[src/rtl/mux_scan.sv]
// Registered N-channel selector: manual select by sel, or an automatic scan
// pass that dwells DWELL cycles on each channel and pulses done at the end.
module mux_scan #(
  parameter int unsigned WIDTH    = 1,
  parameter int unsigned CHANNELS = 4,
  parameter int unsigned DWELL    = 10,
  localparam int unsigned SELW    = (CHANNELS > 2) ? $clog2(CHANNELS) : 1
) (
  input  logic                      clk,
  input  logic                      rst,
  input  logic [CHANNELS*WIDTH-1:0] din,
  input  logic [SELW-1:0]           sel,
  input  logic                      mode,
  input  logic                      start,
  input  logic                      stop,
  output logic [WIDTH-1:0]          dout,
  output logic [SELW-1:0]           dout_sel,
  output logic                      valid,
  output logic                      busy,
  output logic                      done
);

  localparam int unsigned CNTW = $clog2(DWELL) + 1;
  localparam logic [SELW:0]   CH_COUNT = (SELW + 1)'(CHANNELS);
  localparam logic [SELW-1:0] CH_LAST  = SELW'(CHANNELS - 1);
  localparam logic [CNTW-1:0] CNT_LAST = CNTW'(DWELL - 1);

  typedef enum logic [1:0] {IDLE, SCAN, DONE} state_t;

  state_t            state_q, state_d;
  logic [SELW-1:0]   ch_q, ch_d;
  logic [CNTW-1:0]   cnt_q, cnt_d;
  logic [WIDTH-1:0]  dout_q, dout_d;
  logic [SELW-1:0]   dsel_q, dsel_d;
  logic              valid_q, valid_d;
  logic              busy_q, busy_d;
  logic              done_q, done_d;

  logic [SELW-1:0]   src;
  logic [WIDTH-1:0]  src_data;
  logic              sel_in_range;

  always_ff @(posedge clk) begin
    if (rst) begin
      state_q <= IDLE;
      ch_q    <= '0;
      cnt_q   <= '0;
      dout_q  <= '0;
      dsel_q  <= '0;
      valid_q <= 1'b0;
      busy_q  <= 1'b0;
      done_q  <= 1'b0;
    end else begin
      state_q <= state_d;
      ch_q    <= ch_d;
      cnt_q   <= cnt_d;
      dout_q  <= dout_d;
      dsel_q  <= dsel_d;
      valid_q <= valid_d;
      busy_q  <= busy_d;
      done_q  <= done_d;
    end
  end

  always_comb begin
    state_d  = state_q;
    ch_d     = ch_q;
    cnt_d    = cnt_q;
    dout_d   = dout_q;
    dsel_d   = dsel_q;
    valid_d  = 1'b0;
    busy_d   = 1'b0;
    done_d   = 1'b0;

    // One shared mux: the scan counter steers it while scanning, sel otherwise.
    src          = (state_q == SCAN) ? ch_q : sel;
    sel_in_range = ({1'b0, sel} < CH_COUNT);
    src_data     = '0;
    for (int unsigned k = 0; k < CHANNELS; k++) begin
      if (src == SELW'(k)) src_data = din[k*WIDTH +: WIDTH];
    end

    unique case (state_q)
      IDLE: begin
        if (!mode) begin
          if (sel_in_range) begin
            dout_d  = src_data;
            dsel_d  = sel;
            valid_d = 1'b1;
          end
        end else if (start && !stop) begin
          state_d = SCAN;
          ch_d    = '0;
          cnt_d   = '0;
        end
      end
      SCAN: begin
        if (stop) begin
          state_d = IDLE;
        end else begin
          dout_d  = src_data;
          dsel_d  = ch_q;
          valid_d = 1'b1;
          busy_d  = 1'b1;
          if (cnt_q == CNT_LAST) begin
            cnt_d = '0;
            if (ch_q == CH_LAST) state_d = DONE;
            else                 ch_d    = ch_q + 1'b1;
          end else begin
            cnt_d = cnt_q + 1'b1;
          end
        end
      end
      DONE: begin
        done_d  = 1'b1;
        state_d = IDLE;
      end
      default: state_d = IDLE;
    endcase
  end

  assign dout     = dout_q;
  assign dout_sel = dsel_q;
  assign valid    = valid_q;
  assign busy     = busy_q;
  assign done     = done_q;

endmodule
[config.mk]
export PLATFORM = sky130hd
export DESIGN_NAME = mux_scan
export DESIGN_NICKNAME = d
export VERILOG_FILES = /design/src/rtl/mux_scan.sv
export SDC_FILE = /design/constraint.sdc
export NUM_CORES = 1
export LEC_CHECK = 0
export ABC_AREA = 0
export CAP_MARGIN = 20
export CORE_UTILIZATION = 54
export CTS_BUF_LIST = sky130_fd_sc_hd__clkbuf_2 sky130_fd_sc_hd__clkbuf_4 sky130_fd_sc_hd__clkbuf_8
export DETAILED_ROUTE_END_ITERATION = 6
export HOLD_SLACK_MARGIN = 0.1
export PLACE_DENSITY = 0.85
export SLEW_MARGIN = 20
export SYNTH_ARGS = -nofsm -noshare
export SYNTH_HDL_FRONTEND = slang
export SYNTH_SLANG_ARGS = --single-unit
[constraint.sdc]
create_clock -name clk -period 4.5 [get_ports clk]
set_input_delay 0.675 -clock clk [delete_from_list [all_inputs] [get_ports clk]]
set_output_delay 0.675 -clock clk [all_outputs]
set_load 0.03 [all_outputs]
==> flow_summary.toml <==
[run_status]
run_status = "finished, final reports clean"

[floorplanning]
initial_core_util_pct = 57.50
die_height_um = 39.23
die-area_um2 = 1539
rows = 13
placeableCoreArea_um2 = 1301
dieWidth_um = 39.23
io_pins = 17

[grt]
grt_antenna_before_repair = 0
overflow = 0
grt_pass1_vias = 530
groute.usage.overall_pct = 22.97
grt_pass1_wl_um = 2352
grt_start_max_net_pins = 15

[timing]
min_period_over_period_pct = 47.62
final_max_slew_viol_count = 0
report.final.hold_viol_count = 0
grt_setup_unrepaired = "no"
setup_viol = 0
post_layout_minimum_cycle_time_ns = 2.143
setup-tns-final_ns = 0
achievable-frequency_mhz = 466.7
max-slew-margin-rel_pct = 47.34
tightestPinTransition_ns = 0.7789
clk_skew_ns = 0.005436

[power]
power_switching_mw = 0.06682
share_comb_of_total_power_pct = 14.6
pwr-share-clk_pct = 31.3
pwr_dens_nw_per_um2 = 272.6
seqPwrFrac_pct = 54.1
power_leakage_nw = 0.3582
design_internal_power_mw = 0.1883
switching_share_pct = 26.19
total_power_mw = 0.2551
ir_worst_vdd_v = 0.0001818

[layout]
layout.cells.most_common = "sky130_fd_sc_hd__clkdlybuf4s50_1"
layoutNonFillerInstCount = 116
nNetsFinal = 116
synthToLayoutAreaGrowth_pct = 25.08
stdcell_area_um2 = 935.9
ant_diodes = 0
final_core_util_pct = 71.92
drive_gt1_share_pct = 7.921
layout_common_cells = "16 x sky130_fd_sc_hd__clkdlybuf4s50_1, 15 x sky130_fd_sc_hd__dfxtp_1, 8 x sky130_fd_sc_hd__a21oi_1"

[synthesis]
syn_area_per_cell_um2 = 8.700
yosys.area.top_type = "sky130_fd_sc_hd__dfxtp_1"
synthesis.area_um2 = 748.2
synth.area.top_cells = "sky130_fd_sc_hd__dfxtp_1 40%, sky130_fd_sc_hd__a21oi_1 5.4%, sky130_fd_sc_hd__ha_1 5.0%"
ys_ff_latch = 15
syn_inst = 86
netlist-cell-type-count = 30
postSynthNetCount = 100
netlist.area_leader.share_pct = 40.13
ys_warn_count = 0
synth_sequential_area_ratio_pct = 40.13

[critical_path]
cp.required_ns = 4.72
crit_arrival_ns = 2.36
critPathLaunchType = "primary input"
critical_path_peak_fanout = 10
end_kind = "flop"
timing_worst_setup_path_type = "in -> reg"

[detailed_routing]
num_vias = 671
routed_wire_length_per_instance_um = 13.59
route.detailed.vias_per_inst = 5.784
detailedRoute.firstIterationViolations = 23
final_antenna_net_count = 0
totalWireLength_um = 1576
drc_errors = 0
drt_pre_antenna_iters = 4

[flow_run]
max_cap_violations = 0

[clocking]
tritoncts_clock_tree = "built"
clkSinkCount = 15
postCtsHoldBufs = 0
clk-insertion-delay-late_ns = 0.29
cts_buffers = 3
cts_buffer_depth = 2
clkSlewWorstSetupHoldPaths_ns = 0.10
post-cts-setup-buffer-count = 0
root_buffer = "sky130_fd_sc_hd__clkbuf_4"
cts.repair.resized = 0
htree_num_levels = 1

[placed_design]
dpl-instance-area_um2 = 902.1
place.port_buffers = 16
place.detailed.instances = 112
dp_hpwl_um = 1127
weighted_congestion_at_the_end_of_routability_driven_global_placement = 0.7982

[worst_hold_path]
hold_path.class = "reg -> reg"
final timing paths:
path               startpoint           to  slack, ns  depth (start not counted)
hold / removal    dout_sel[1]  dout_sel[1]       0.46                          2
setup reg to reg     cnt_q[0]      ch_q[1]       2.52                          5
hold reg to reg   dout_sel[1]  dout_sel[1]       0.46                          2
setup / recovery         mode      ch_q[1]       2.36                          5
cell usage after synthesis:
cell type                  instances
sky130_fd_sc_hd__a211o_1           1
sky130_fd_sc_hd__a211oi_1          3
sky130_fd_sc_hd__a21o_1            3
sky130_fd_sc_hd__a21oi_1           8
sky130_fd_sc_hd__a21oi_2           1
sky130_fd_sc_hd__a31oi_1           1
sky130_fd_sc_hd__and2b_1           1
sky130_fd_sc_hd__and3_1            1
sky130_fd_sc_hd__and3b_1           1
sky130_fd_sc_hd__buf_2             2
sky130_fd_sc_hd__buf_4             1
sky130_fd_sc_hd__clkbuf_1          2
sky130_fd_sc_hd__dfxtp_1          15
sky130_fd_sc_hd__ha_1              3
sky130_fd_sc_hd__inv_1             5
sky130_fd_sc_hd__mux2_2            1
sky130_fd_sc_hd__mux2i_1           3
sky130_fd_sc_hd__nand2_1           5
sky130_fd_sc_hd__nand3_1           2
sky130_fd_sc_hd__nand3b_1          2
sky130_fd_sc_hd__nor2_1            7
sky130_fd_sc_hd__nor3_1            1
sky130_fd_sc_hd__nor3b_1           3
sky130_fd_sc_hd__nor4b_1           1
sky130_fd_sc_hd__nor4bb_1          1
sky130_fd_sc_hd__o21ai_0           5
sky130_fd_sc_hd__or2b_1            1
sky130_fd_sc_hd__or3_1             1
sky130_fd_sc_hd__or3b_2            1
sky130_fd_sc_hd__or4_1             4
worst max-delay path: stages:
cell and delay, ns:
sky130_fd_sc_hd__clkdlybuf4s50_1 0.50, sky130_fd_sc_hd__a21oi_2 0.06, sky130_fd_sc_hd__or3_1 0.46, sky130_fd_sc_hd__or4_1 0.51, sky130_fd_sc_hd__a21oi_1 0.15
sequential cells by signal (all words and copies together) (netlist names):
name	count
cnt_q	5
ch_q	2
dout_sel	2
state_q	2
busy	1
done	1
dout	1
valid	1
metal layers:
layer | routed length (um) | GRT usage (%)
met3 | 47 | 3.468
met2 | 716 | 36.25
met4 | 37 | 12.93
met1 | 775 | 29.27
met5 | 0 | 0
through the flow:
step,setup WS [ns],hold slack [ns]
final,2.357,0.4626
after global routing,2.305,0.5007
after CTS,2.271,0.4636
after detailed placement,2.060,0.4501
after global placement,2.108,0.4406
after floorplan,2.696,0.4615
layout make-up:
class	instances	area [um2]
clock buffers	3	22.52
clock inverters	1	5.005
fillers	108	365.4
inverters	5	18.77
multi-input cells	61	410.4
flip-flops and latches	15	300.3
well taps	15	18.77
repair buffers	16	160.2
power groups by stage:
| stage | Sequential, mW | Clock (mW) | Combinational (mW) |
|---|---|---|---|
| finish | 0.138 | 0.0798 | 0.0372 |
| global route | 0.139 | 0.0877 | 0.0396 |
| CTS | 0.138 | 0.0840 | 0.0374 |
| detailed placement | 0.141 | 0 | 0.0373 |
| global placement | 0.141 | 0 | 0.0368 |
| floorplan | 0.146 | 0 | 0.0154 |
cells by family after synthesis:
family	Yosys count	share of synthesized area, %
compound gates	22	17.89
fa+ha+maj	3	5.017
simple gates	32	25.59
flops	15	40.13
buf+inv	10	5.854
mux	4	5.518
No activity file was read; power rests on OpenSTA's default activity.
